**src/rtl/integer_assignment_commit.sv**
```systemverilog
// rtl/integer_assignment_commit.sv - sweep controller and assignment store for the integer proposal path
// Issues one proposal per variable, applies a Metropolis accept/reject and commits accepted values.
module integer_assignment_commit #(
   parameter int NUM_VARS    = 4,
   parameter int VAR_WIDTH   = 8,
   parameter int INDEX_WIDTH = 2,
   parameter int ITER_WIDTH  = 16,
   parameter int TIMEOUT     = 255
) (
   input  logic                          in_clk,
   input  logic                          in_reset,
   input  logic                          in_load,
   input  logic [INDEX_WIDTH-1:0]        in_load_index,
   input  logic [VAR_WIDTH-1:0]          in_load_value,
   input  logic                          in_start,
   input  logic [ITER_WIDTH-1:0]         in_iterations,
   input  logic                          in_proposal_valid,
   input  logic [VAR_WIDTH-1:0]          in_assignment_new,
   input  logic [15:0]                   in_random,
   input  logic [15:0]                   in_accept_prob,
   output logic [INDEX_WIDTH-1:0]        out_variable_index,
   output logic                          out_enable,
   output logic [NUM_VARS*VAR_WIDTH-1:0] out_assignments_old,
   output logic                          out_busy,
   output logic                          out_done,
   output logic [ITER_WIDTH-1:0]         out_accept_count,
   output logic                          out_timeout_error
);

   localparam int WAIT_WIDTH = (TIMEOUT < 2) ? 1 : $clog2(TIMEOUT + 1);

   typedef enum logic [2:0] {
      S_IDLE, S_ISSUE, S_WAIT, S_COMMIT, S_NEXT, S_DONE
   } state_t;

   state_t                  r_state, w_state_next;
   logic [VAR_WIDTH-1:0]    r_store [NUM_VARS];
   logic [INDEX_WIDTH-1:0]  r_index;
   logic [ITER_WIDTH-1:0]   r_iters;
   logic [ITER_WIDTH-1:0]   r_sweep;
   logic [ITER_WIDTH-1:0]   r_accept_count;
   logic [WAIT_WIDTH-1:0]   r_wait_cnt;
   logic [VAR_WIDTH-1:0]    r_new_value;
   logic                    r_accept;
   logic                    r_timeout_error;
   logic                    w_accept;
   logic                    w_last_var;
   logic                    w_wait_expired;
   logic [ITER_WIDTH-1:0]   w_sweep_inc;

   // 0xFFFF is special-cased so "always accept" holds even for random == 0xFFFF
   assign w_accept       = (in_accept_prob == 16'hFFFF) || (in_random < in_accept_prob);
   assign w_last_var     = (r_index == INDEX_WIDTH'(NUM_VARS - 1));
   assign w_wait_expired = (r_wait_cnt == WAIT_WIDTH'(TIMEOUT - 1));
   assign w_sweep_inc    = r_sweep + ITER_WIDTH'(1);

   always_ff @(posedge in_clk or posedge in_reset) begin
      if (in_reset) r_state <= S_IDLE;
      else          r_state <= w_state_next;
   end

   always_comb begin
      w_state_next = r_state;
      out_enable   = 1'b0;
      out_done     = 1'b0;
      case (r_state)
         S_IDLE:   if (in_start) w_state_next = (in_iterations == '0) ? S_DONE : S_ISSUE;
         S_ISSUE:  begin
            out_enable   = 1'b1;
            w_state_next = S_WAIT;
         end
         S_WAIT:   begin
            if (in_proposal_valid)   w_state_next = S_COMMIT;
            else if (w_wait_expired) w_state_next = S_NEXT;
         end
         S_COMMIT: w_state_next = S_NEXT;
         S_NEXT:   w_state_next = (w_last_var && (w_sweep_inc == r_iters)) ? S_DONE : S_ISSUE;
         S_DONE:   begin
            out_done     = 1'b1;
            w_state_next = S_IDLE;
         end
         default:  w_state_next = S_IDLE;
      endcase
   end

   always_ff @(posedge in_clk or posedge in_reset) begin
      if (in_reset) begin
         for (int i = 0; i < NUM_VARS; i++) r_store[i] <= '0;
         r_index         <= '0;
         r_iters         <= '0;
         r_sweep         <= '0;
         r_accept_count  <= '0;
         r_wait_cnt      <= '0;
         r_new_value     <= '0;
         r_accept        <= 1'b0;
         r_timeout_error <= 1'b0;
      end else begin
         case (r_state)
            S_IDLE: begin
               // Load lands on the same edge as start, so the first request sees it
               if (in_load && (int'(in_load_index) < NUM_VARS)) r_store[in_load_index] <= in_load_value;
               if (in_start) begin
                  r_iters         <= in_iterations;
                  r_sweep         <= '0;
                  r_index         <= '0;
                  r_accept_count  <= '0;
                  r_timeout_error <= 1'b0;
               end
            end
            S_ISSUE: r_wait_cnt <= '0;
            S_WAIT: begin
               r_wait_cnt <= r_wait_cnt + WAIT_WIDTH'(1);
               if (in_proposal_valid) begin
                  r_new_value <= in_assignment_new;
                  r_accept    <= w_accept;
               end else if (w_wait_expired) begin
                  r_timeout_error <= 1'b1;
               end
            end
            S_COMMIT: begin
               if (r_accept) begin
                  r_store[r_index] <= r_new_value;
                  if (r_accept_count != '1) r_accept_count <= r_accept_count + ITER_WIDTH'(1);
               end
            end
            S_NEXT: begin
               if (w_last_var) begin
                  r_index <= '0;
                  r_sweep <= w_sweep_inc;
               end else begin
                  r_index <= r_index + INDEX_WIDTH'(1);
               end
            end
            default: ;
         endcase
      end
   end

   genvar g;
   generate
      for (g = 0; g < NUM_VARS; g++) begin : g_flatten
         assign out_assignments_old[g*VAR_WIDTH +: VAR_WIDTH] = r_store[g];
      end
   endgenerate

   assign out_variable_index = r_index;
   assign out_busy           = (r_state != S_IDLE);
   assign out_accept_count   = r_accept_count;
   assign out_timeout_error  = r_timeout_error;

endmodule

```
**config.mk**
```make
export PLATFORM = sky130hd
export DESIGN_NAME = integer_assignment_commit
export DESIGN_NICKNAME = d
export VERILOG_FILES = /design/src/rtl/integer_assignment_commit.sv
export SDC_FILE = /design/constraint.sdc
export NUM_CORES = 1
export LEC_CHECK = 0
export CAP_MARGIN = 10
export CORE_MARGIN = 5
export CORE_UTILIZATION = 55
export DETAILED_ROUTE_END_ITERATION = 8
export PLACE_DENSITY = 0.93
export SLEW_MARGIN = 10
export SYNTH_ARGS = -nofsm -noshare
export SYNTH_HDL_FRONTEND = slang
export SYNTH_SLANG_ARGS = --single-unit
```
**constraint.sdc**
```tcl
create_clock -name in_clk -period 7 [get_ports in_clk]
set_input_delay 1.05 -clock in_clk [delete_from_list [all_inputs] [get_ports in_clk]]
set_output_delay 1.05 -clock in_clk [all_outputs]
set_load 0.02 [all_outputs]
```
# ---- Word-level counts from Yosys, hierarchy flattened
# Cells that the tools add are included.
dict set report classes {
  order_cmp 5
  muxes 31
  bitwise_logic 2
  n_reduce_logical 19
  addsub 4
  eq_ne 18
}
# operator n
set ops {}
lappend ops {{bitwise mux 32 bit} 2}
lappend ops {{two-way mux 16 bit} 4}
lappend ops {{two-way mux 32 bit} 2}
lappend ops {{one-hot mux 16 bit (2 select lines)} 2}
lappend ops {{one-hot mux 32 bit (2 select lines)} 1}
lappend ops {{adder 16 x 1 -> 16 bit (second input constant)} 2}
lappend ops {{demux 8 bit (select 2 bit)} 2}
lappend ops {{== test 16 bit} 1}
lappend ops {{== test 16 bit (second input constant)} 1}
lappend ops {{logical NOT 16 bit} 1}
lappend ops {{< comparator 16 bit} 1}
lappend ops {{two-way mux 8 bit} 2}
lappend ops {{!= test 16 bit (second input constant)} 1}
lappend ops {{one-hot mux 8 bit (2 select lines)} 1}
lappend ops {{two-way mux 3 bit} 5}
lappend ops {{one-hot mux 3 bit (5 select lines)} 1}
lappend ops {{!= test 2 bit (second input constant)} 7}
lappend ops {{adder 8 x 1 -> 8 bit (second input constant)} 1}
lappend ops {{== test 8 bit (second input constant)} 1}
lappend ops {{AND reduction 2 bit} 4}
lappend ops {{AND reduction 4 bit} 2}
lappend ops {{nonzero test 2 bit} 4}
lappend ops {{== test 3 x 2 -> 1 bit (second input constant)} 2}
lappend ops {{== test 3 bit (second input constant)} 2}
lappend ops {{16 further kinds} 27}
dict set report word_totals {
  input_bits 71
  output_inout_bits 54
  word_cells 92
  regBits 103
}

# ---- Depth between registers and ports, before layout
# Gate-level depths: netlist (run 1).
dict set report logic_depth {
  depth_word 8
  mapped_depth 9
  mapped_depth_nobuf 8
}

# ---- Worst setup path after synthesis (run 1)
# No wires, ideal clock.
dict set report synth_path {
  path_kind {register to register}
  from {reg r_sweep[2]}
  to {reg r_state[2]}
  required_time_ns 6.896
  n_path_buf 1
  setup_time_ns 0.104
  t_arrival_ns 2.349
  slack_ns 4.547
  stages_incl_launch_ff 9
  path_cell_list {dfrtp_1 buf_2 nand3_2 or3_4 or3_4 xnor2_1 nand4_1 or4b_1 o41ai_2}
}
dict set report synth_via {
  elab_chain_cells 5
}
# element line_no
set synth_rtl {}
lappend synth_rtl {{start, declared} 40} ;# logic [ITER_WIDTH-1:0] r_sweep;
lappend synth_rtl {{start signal, assigned} 129} ;# r_sweep <= w_sweep_inc;
lappend synth_rtl {{adder 16 x 1 -> 16 bit} 55} ;# assign w_sweep_inc = r_sweep + ITER_WIDTH'(1);
lappend synth_rtl {{== test 16 bit} 77} ;# S_NEXT: w_state_next = (w_last_var && (w_sweep_inc == r_iters)) ? S_DONE : S_ISSUE;
lappend synth_rtl {{logical AND 1 bit} 77}
lappend synth_rtl {{two-way mux 3 bit} 77}
lappend synth_rtl {{one-hot mux 3 bit (5 select lines)} 66} ;# case (r_state)
lappend synth_rtl {{end signal, assigned} 59} ;# else r_state <= w_state_next;
lappend synth_rtl {{end, declared} 36} ;# state_t r_state, w_state_next;
# No other way between the ends.
# A chain may end at the register's enable or synchronous reset.

# ---- Worst setup path after layout (run 1)
dict set report layout_path {
  from {reg r_state[1]}
  to {out out_busy}
}
dict set report layout_via {
  elab_chain_cells 1
}
# element line_no
set layout_rtl {}
lappend layout_rtl {{nonzero test 3 bit} 147} ;# assign out_busy = (r_state != S_IDLE);
lappend layout_rtl {{end, declared} 24} ;# output logic out_busy,
# No other way between the ends.

==> run metrics, run 1 <==
row count=37; Period minus WS final=3240 ps; TritonCTS clock tree=built; detailed placer's ending HPWL=11.6 mm; WL per Instance=between 15 and 20 microns; global-route wire length before repair=25.7 mm; RSZ-0062 raised after global routing=no; filler instances=770; pwr/cell area=315 mW/mm^2; total gr overflow=0; I/O Buffers=roughly 120; routability cong.=0.979; Slew Limit Headroom=0.291; setup slack after layout=3760 ps; WHS=about 490 ps; # H-tree levels=3; syn_area_per_cell=~8.8 sq um; final hold vios=0; Global Route Usage Sum=0.247; flops & latches, synth=roughly 100; CP startpoint kind=flop; ys async rst share=1.00; DRC=0; Die Area=approximately 0.012 sq mm; clk_skew=~12 ps; maximum VDD drop=0.176 mV; crit-path max FO=12; layout cell share with drive strength beyond 1=0.0439; CTS root buf=clkbuf_8; Static Leak=3.09 nW; pre-CTS WS=3450 ps; Die X=around 110 microns; vias in the first global route=5532; 1st-pass router iterations=5; synth warn=0; post_cts resized=0; clk slew on worst S/H paths=approximately 100 ps; Initial Utilization=0.554; Synth Instances=638; post-placement cell count=~870; Max Slew Vio Count=0; critical path class=reg -> out; Post-Syn Area=between 0.005 and 0.006 sq mm; hold crit path type=reg -> reg; initial antenna violation count=0; CP Data Arrival Time=2190 ps; EDFF count, synth=0; Vias=approximately 5300; Final period util=0.463; post-synth net total=roughly 730; Final TNS setup=0 ps; Seq/Total Area, Yosys=0.457; max cap viols=0; Cell Count, Final, Fillers Out=slightly below 900; # setup viols final=0; initial DRC count=445; Std-Cell Core Area=roughly 0.010 sq mm; layout net count=841; # hold bufs at CTS=0; Max Buffers Root-to-Sink=2; largest net degree at the start of global routing=74; CTS buffer count=9; Fmax achieved=309 MHz; status=complete, no violations; Tightest Pin Transition=between 1000 and 1500 ps; vias per cell=roughly 6; Die H=between 100 and 150 microns; Synth-to-Final Area Change=26.9%; clock sink count=103; Routed WL=15.2 mm; # diodes=0; setup bufs post-CTS=0; Top FF cell, synth=dfrtp_1; post-synth cell types=51; Worst EP required=just under 6000 ps; Worst setup EP type=output pin; # IOs=125; Worst-Skew Late Latency=roughly 370 ps; Antenna Nets Post-Route=0
-- metal layers --
layer	wire length (microns)	vias to the layer above	part of all wire	global-route usage
li1	-	2475	-	-
met1	6020	2550	0.40	0.308
met2	7740	232	0.51	0.426
met3	934	56	0.061	0.0393
met4	525	0	0.034	0.107
met5	0	-	0	0
-- registers in the layout, summed over array words and instances, names as in the netlist, 2 cells and up --
| register | count |
|---|---|
| out_assignments_old | 32 |
| out_accept_count | 16 |
| r_iters | 16 |
| r_sweep | 16 |
| r_new_value | 8 |
| r_wait_cnt | 8 |
| r_state | 3 |
| out_variable_index | 2 |
-- cells in the final DEF (no fill, tap or decap), drive strengths merged, types with 4 or more instances in the layout --
| cell type | Yosys | layout |
|---|---|---|
| xnor2 | 17 | 17 |
| nand3 | 28 | 28 |
| a31oi | 9 | 9 |
| o31ai | 6 | 6 |
| and3 | 9 | 9 |
| a22oi | 31 | 31 |
| xor2 | 15 | 15 |
| or3 | 11 | 11 |
| mux2 | 8 | 8 |
| nand2 | 109 | 109 |
| ha | 23 | 23 |
| nor3 | 10 | 10 |
| clkbuf | 24 | 9 |
| nor4 | 4 | 4 |
| a21oi | 18 | 18 |
| nor2b | 4 | 4 |
| dfrtp | 103 | 103 |
| o21ai | 80 | 80 |
| nor2 | 37 | 37 |
| nand4 | 15 | 15 |
| a21o | 5 | 5 |
| clkdlybuf4s50 | 0 | 124 |
| and2 | 6 | 6 |
| nor3b | 4 | 4 |
| inv | 32 | 33 |
-- kinds of logic (layout without fill, tap and decap cells) --
family          Yosys count  after routing  share of synthesized area
simple gates            245            245                      0.205
compound gates          165            165                      0.179
flops                   103            103                      0.457
buf+inv                  60            173                     0.0401
xor+xnor                 32             32                     0.0496
fa+ha+maj                23             23                     0.0510
mux                      10             10                     0.0195
-- final cells by class --
class                           count  area (sq um)  share of cell area
Clock buffer                        9           124              0.0173
Tap cell                          136           170              0.0238
Clock inverter                      6          70.1             0.00978
Timing Repair Buffer              126          1260               0.175
Inverter                           32           123              0.0171
Sequential cell                   103          2580               0.360
Multi-Input combinational cell    475          2840               0.397
-- per-stage QoR --
stage / area [sq um] / util / power, mW
3_5_place_dp: 6970 / 0.684 / 1.88
4_1_cts: 7160 / 0.703 / 2.25
5_1_grt: 7160 / 0.703 / 2.40
2_1_floorplan: 5650 / - / 1.47
3_3_place_gp: 6970 / 0.684 / 1.82
6_report: 7160 / 0.703 / 2.25
-- worst max-delay path, stage by stage (launching register included) --
cell and delay (ps):
dfrtp_1 490, nor2_1 600, nand2_1 150, clkdlybuf4s50_1 590
-- cell usage after synthesis, types with 3 or more instances --
cell / count / share of area
o211ai_1: 3 / 0.0040
clkbuf_1: 24 / 0.016
a31oi_1: 9 / 0.010
ha_1: 23 / 0.051
nand3_1: 27 / 0.024
inv_1: 32 / 0.021
xor2_1: 15 / 0.023
nand4_1: 15 / 0.017
nor4_1: 4 / 0.0044
xnor2_1: 17 / 0.026
nor3_1: 10 / 0.0089
o21ai_1: 4 / 0.0035
a22oi_1: 31 / 0.041
nand2b_1: 3 / 0.0033
nor2b_1: 4 / 0.0044
mux2_2: 8 / 0.016
nor2_1: 37 / 0.025
buf_1: 3 / 0.0020
a21oi_1: 18 / 0.016
a21o_1: 5 / 0.0066
and3_1: 9 / 0.010
nor3b_1: 4 / 0.0053
o31ai_1: 6 / 0.0080
and2_1: 5 / 0.0055
dfrtp_1: 103 / 0.46
o21ai_0: 76 / 0.067
nand2_1: 108 / 0.072
or3_1: 8 / 0.0089
-- report_power, final --
group / total, mW / internal [mW] / switching, mW / leakage (nW)
Sequential: 0.953 / 0.771 / 0.182 / 1.35
Clock: 0.376 / 0.166 / 0.210 / 0.0932
Combinational: 0.925 / 0.400 / 0.525 / 1.65
-- worst paths after layout --
check                      depth (start not counted)  slack (ps)                    start                      end
setup / recovery                                   3        3760               r_state[1]                 out_busy
hold / removal                                     2         490  out_assignments_old[23]  out_assignments_old[23]
setup reg to reg                                   7        3950               r_state[1]               r_state[2]
hold reg to reg                                    2         490  out_assignments_old[23]  out_assignments_old[23]
max in group asynchronous                          3        4750                 in_reset              r_sweep[12]
min in group asynchronous                          2        1010                 in_reset  out_assignments_old[24]
Note: power is estimated with default switching activity, not from simulation.
==> run 2, diff against run 1 <==
CORE_UTILIZATION = 51   (was 55)
PLACE_DENSITY = 0.88   (was 0.93)
clock period = 3.2 ns   (was 7 ns; I/O delays follow)
==> run metrics, run 2 (synthesized netlist as in run 1, its figures left out) <==
status=complete, no violations; Worst setup EP type=flop; Worst-Skew Late Latency=370 ps (about the same); CP startpoint kind=flop; Die H=115 microns (+3.5%); filler instances=895 (+16%); Final TNS setup=0 ps (unchanged); max cap viols=0 (unchanged); vias in the first global route=5155 (-6.8%); clk slew on worst S/H paths=100 ps (about the same); hold crit path type=reg -> reg; clock sink count=103 (unchanged); 1st-pass router iterations=6 (+1); post_cts resized=0 (unchanged); clk_skew=10.7 ps (-1.61 ps); most frequent cells in the layout=clkdlybuf4s50_1, nand2_1, dfrtp_1; initial antenna violation count=0 (unchanged); # H-tree levels=3 (unchanged); most common cell after layout, fill and taps aside=clkdlybuf4s50_1; I/O Buffers=124 (unchanged); Antenna Nets Post-Route=0 (unchanged); setup bufs post-CTS=0 (unchanged); global-route wire length before repair=24.7 mm (-3.7%); pre-CTS WS=520 ps (-2930 ps); # IOs=125 (unchanged); Largest register FFs=32 (unchanged); Die Area=0.0133 sq mm (+7.1%); Max Buffers Root-to-Sink=2 (unchanged); pwr/cell area=682 mW/mm^2 (+120%); Static Leak=3.12 nW (+1.1%); post-placement cell count=882 (+1.1%); Register Area=0.00258 sq mm (unchanged); RSZ-0062 raised after global routing=no; Vias=5255 (-1.1%); Routed WL=15.2 mm (-0.22%); Std-Cell Core Area=0.0108 sq mm (+6.4%); Slew Limit Headroom=0.355 (+0.0635); Synth-to-Final Area Change=27.9%; CTS root buf=clkbuf_8; WHS=489 ps (-1.16 ps); Max Slew Vio Count=0 (unchanged); # diodes=0 (unchanged); vias per cell=5.85 (-2.3%); area of the multi-input gates=0.00284 sq mm (unchanged); row count=38 (+2.7%); total gr overflow=0 (unchanged); Tightest Pin Transition=965 ps (-98.8 ps); Period minus WS final=roughly 2700 ps; initial DRC count=447 (+0.45%); CP Data Arrival Time=3020 ps (+830 ps); DRC=0 (unchanged); maximum VDD drop=0.397 mV (+130%); largest net degree at the start of global routing=61 (-18%); Cell Count, Final, Fillers Out=898 (+1.2%); Worst EP required=3470 ps (-2480 ps); crit-path max FO=11 (-1); TritonCTS clock tree=built; Tot Pwr=4.92 mW (+120%); layout cell share with drive strength beyond 1=0.0501 (+0.00619); worst path cell trace=ha_1 > and3_1 > nand4_1 > a31oi_1 > o311ai_0 > or4b_1 > o41ai_2; CTS buffer count=9 (unchanged); Global Route Usage Sum=0.231 (-0.0155); Fmax achieved=364 MHz; final hold vios=0 (unchanged); Critical-path top delay cell=or4b_1; Initial Utilization=0.521 (-0.0335); # hold bufs at CTS=0 (unchanged); layout net count=847 (+0.71%); routability cong.=0.915 (-6.6%); Final period util=0.858; detailed placer's ending HPWL=11.6 mm (+0.51%); setup slack after layout=453 ps (-3310 ps); Die X=115 microns (+3.5%); WL per Instance=16.9 microns (-1.4%); critical path class=reg -> reg; # setup viols final=0 (unchanged); CP peak stage delay=530 ps (-70 ps)
==> run 2: cell types whose count changed in the layout (fill, tap and decap cells not counted) <==
cell	before	now
buf_12	0	1
buf_4	2	7
clkbuf_1	0	2
clkinv_2	1	2
clkinv_4	1	0
clkinvlp_4	2	1
inv_6	0	1
inv_8	1	0
==> run 2: cell type report <==
cell class,instances,share of cell area
sequential,103,0.357
tap,140,0.0243
multi-input combinational,475,0.394
clock buffer,11,0.0182
clock inverter,5,0.00780
timing repair buffer,132,0.182
inverter,32,0.0170
==> run 2: critical path, delay by kind of cell (launching register included) <==
family / cells / cell delay (ps)
compound gates: 3 / 640
flops: 1 / 450
fa+ha+maj: 1 / 340
simple gates: 3 / 1220
==> run 2: path summary, 6_finish.rpt <==
check	start	end	slack, ps	depth (start not counted)
worst max-delay path	out_variable_index[0]	r_state[2]	450	7
worst min-delay path	out_assignments_old[19]	out_assignments_old[19]	490	2
worst max register to register	out_variable_index[0]	r_state[2]	450	7
worst min register to register	out_assignments_old[19]	out_assignments_old[19]	490	2
max in group asynchronous	in_reset	r_sweep[1]	1930	3
min in group asynchronous	in_reset	out_assignments_old[21]	590	2
==> run 2: report_power, final <==
group / switching, mW / internal [mW] / leakage, nW
Clock: 0.453 / 0.363 / 0.0937
Combinational: 1.14 / 0.902 / 1.68
Sequential: 0.380 / 1.69 / 1.35
Total: 1.97 / 2.95 / 3.12
==> run 2: per-stage QoR <==
stage,utilization,area (sq um)
floorplan,-,5650
global placement,0.649,7030
finish,0.666,7220
CTS,0.666,7220
global route,0.666,7220
detailed placement,0.649,7030
==> run 2: routing by layer <==
| layer | GRT usage | vias to the layer above | part of all wire |
|---|---|---|---|
| met2 | 0.378 | 228 | 0.49 |
| met5 | 0 | - | 0 |
| met3 | 0.0384 | 30 | 0.065 |
| met1 | 0.311 | 2511 | 0.42 |
| li1 | - | 2486 | - |
| met4 | 0.0876 | 0 | 0.020 |
==> run 3, diff against run 2 <==
CORE_UTILIZATION = 46   (was 51)
PLACE_DENSITY = 0.84   (was 0.88)
clock period = 2.3 ns   (was 3.2 ns; I/O delays follow)
==> run metrics, run 3 (synthesized netlist as in run 1, its figures left out) <==
TritonCTS clock tree=built; vias per cell=5.70 (-2.6%); Routed WL=16.2 mm (+6.7%); Fmax achieved=424 MHz (+17%); pwr/cell area=958 mW/mm^2 (+40%); global-route wire length before repair=26.6 mm (+7.5%); Comb pwr share=0.412 (-0.002); Slew Limit Headroom=0.574 (+0.219); row count=40 (+5.3%); Worst EP required=2560 ps (-910 ps); Sequential Power Share=0.390 (-0.030); clock sink count=103 (unchanged); filler instances=966 (+7.9%); CP peak stage delay=510 ps (-20 ps); fin util=0.639 (-0.0268); I/O Buffers=124 (unchanged); Static Leak=3.38 nW (+8.4%); # H-tree levels=3 (unchanged); area of the multi-input gates=0.00291 sq mm (+2.5%); Max Slew Vio Count=0 (unchanged); violated checks=setup timing; max cap viols=0 (unchanged); # diodes=0 (unchanged); largest net degree at the start of global routing=104 (+70%); Final period util=1.02 (+0.166); Synth-to-Final Area Change=36.0%; CP most frequent cell=or3_4; WHS=482 ps (-6.90 ps); # setup viols final=1 (+1); CP startpoint kind=flop; Tightest Pin Transition=635 ps (-330 ps); DRC=0 (unchanged); WL per Instance=17.2 microns (+1.6%); layout cell share with drive strength beyond 1=0.108 (+0.0579); detailed placer's ending HPWL=12.3 mm (+5.4%); maximum VDD drop=0.421 mV (+6.0%); clk_skew=5.19 ps (-5.51 ps); Internal=4.50 mW (+52%); CP Depth=7 (unchanged); Sw Share=0.389 (-0.0117); worst path cell trace=nand3_4 > or3_4 > or3_4 > xnor2_2 > nand4_1 > or4b_4 > o41ai_4; Cell Count, Final, Fillers Out=943 (+5.0%); Global Route Usage Sum=0.227 (-0.00475); most frequent cells in the layout=clkdlybuf4s50_1, nand2_1, dfrtp_1; Die X=121 microns (+4.8%); critical path class=reg -> reg; setup slack after layout=-56.7 ps (-510 ps); CTS root buf=clkbuf_16; hold crit path type=reg -> reg; Worst-Skew Late Latency=350 ps (-20 ps); Period minus WS final=2360 ps (-390 ps); vias in the first global route=5382 (+4.4%); most common cell after layout, fill and taps aside=clkdlybuf4s50_1; Worst Reg-to-Reg Cells=7 (unchanged); Initial Utilization=0.470 (-0.0508); initial antenna violation count=0 (unchanged); Critical-path top delay cell=or4b_4; # IOs=125 (unchanged); Tot Pwr=7.35 mW (+49%); post-placement cell count=926 (+5.0%); total gr overflow=0 (unchanged); CP Data Arrival Time=2610 ps (-410 ps); crit-path max FO=3 (-8); Vias=5375 (+2.3%); status=complete, but fails checks; Worst setup EP type=flop; final hold vios=0 (unchanged); Antenna Nets Post-Route=0 (unchanged); CP top delay family=simple AND/OR/NAND/NOR gates; initial DRC count=339 (-24%); CTS buffer count=9 (unchanged); routability cong.=0.943 (+3.0%); Die H=121 microns (+4.8%); hold path depth=2 (unchanged); CP bufs+invs=0 (unchanged); Register Area=0.00258 sq mm (about the same); Max Buffers Root-to-Sink=2 (unchanged); RSZ-0062 raised after global routing=yes; clock power share=0.198 (+0.032); 1st-pass router iterations=5 (-1); clk slew on worst S/H paths=70 ps (-30 ps); Std-Cell Core Area=0.0120 sq mm (+11%); layout net count=885 (+4.5%); Die Area=0.0146 sq mm (+9.9%); NetSw=2.86 mW (+45%); Largest register FFs=32 (unchanged)
-- run 3: cell count changes in the layout (fill, tap and decap cells not counted), moves of 2 or more --
| cell | previous run | this run |
|---|---|---|
| dfrtp_1 | 103 | 101 |
| nor3_1 | 10 | 8 |
| clkbuf_8 | 9 | 2 |
| clkbuf_16 | 0 | 9 |
| buf_4 | 7 | 45 |
| dfrtp_2 | 0 | 2 |
-- run 3: worst paths after layout --
| kind | from | slack, ps | to |
|---|---|---|---|
| worst max-delay path | r_sweep[2] | -60 | r_state[2] |
| worst min-delay path | out_assignments_old[17] | 480 | out_assignments_old[17] |
| worst max register to register | r_sweep[2] | -60 | r_state[2] |
| worst min register to register | out_assignments_old[17] | 480 | out_assignments_old[17] |
| max in group asynchronous | in_reset | 1350 | r_sweep[1] |
| min in group asynchronous | in_reset | 500 | r_sweep[13] |
-- run 3: cell type report --
type,count,share of cell area
Multi-Input combinational cell,475,0.379
Tap cell,147,0.0240
Clock inverter,3,0.00228
Timing Repair Buffer,170,0.208
Inverter,32,0.0161
Clock buffer,13,0.0339
Sequential cell,103,0.336
-- run 3: worst register-to-register path, cell delays in order, from the launching register on --
cell     delay (ps)
dfrtp_1         400
nand3_4          80
or3_4           370
or3_4           360
xnor2_2         140
nand4_1         130
or4b_4          510
o41ai_4         280
-- run 3: timing repair --
action,CTS,global route
setup endpoints to repair,3,5
gates resized for setup,2,11
hold buffers,0,0
endpoints found under the hold margin,0,0
setup buffers,1,0
pin swaps,0,3
-- run 3: metal layers --
metal / track usage / part of all wire / vias up
met5: 0 / 0 / -
met4: 0.109 / 0.030 / 0
met3: 0.0398 / 0.056 / 42
met2: 0.370 / 0.50 / 189
met1: 0.292 / 0.42 / 2582
li1: - / - / 2562
-- run 3: power by group through the flow --
stage / Combinational [mW] / Clock, mW / Sequential (mW)
after CTS: 3.01 / 1.49 / 2.85
after global routing: 3.31 / 1.56 / 2.93
after global placement: 2.91 / 0 / 2.85
after detailed placement: 3.00 / 0 / 2.88
after floorplan: 1.41 / 0 / 3.07
final: 3.03 / 1.46 / 2.87
-- run 3: through the flow --
step / area (sq um) / setup TNS, ps / worst slack (ps)
6_report: 7680 / -56.7 / -56.7
5_1_grt: 7680 / -173 / -173
4_1_cts: 7620 / 0 / 1.66
3_5_place_dp: 7330 / 0 / 1.22
3_3_place_gp: 7330 / 0 / 79.6
2_1_floorplan: 5670 / 0 / 52.9
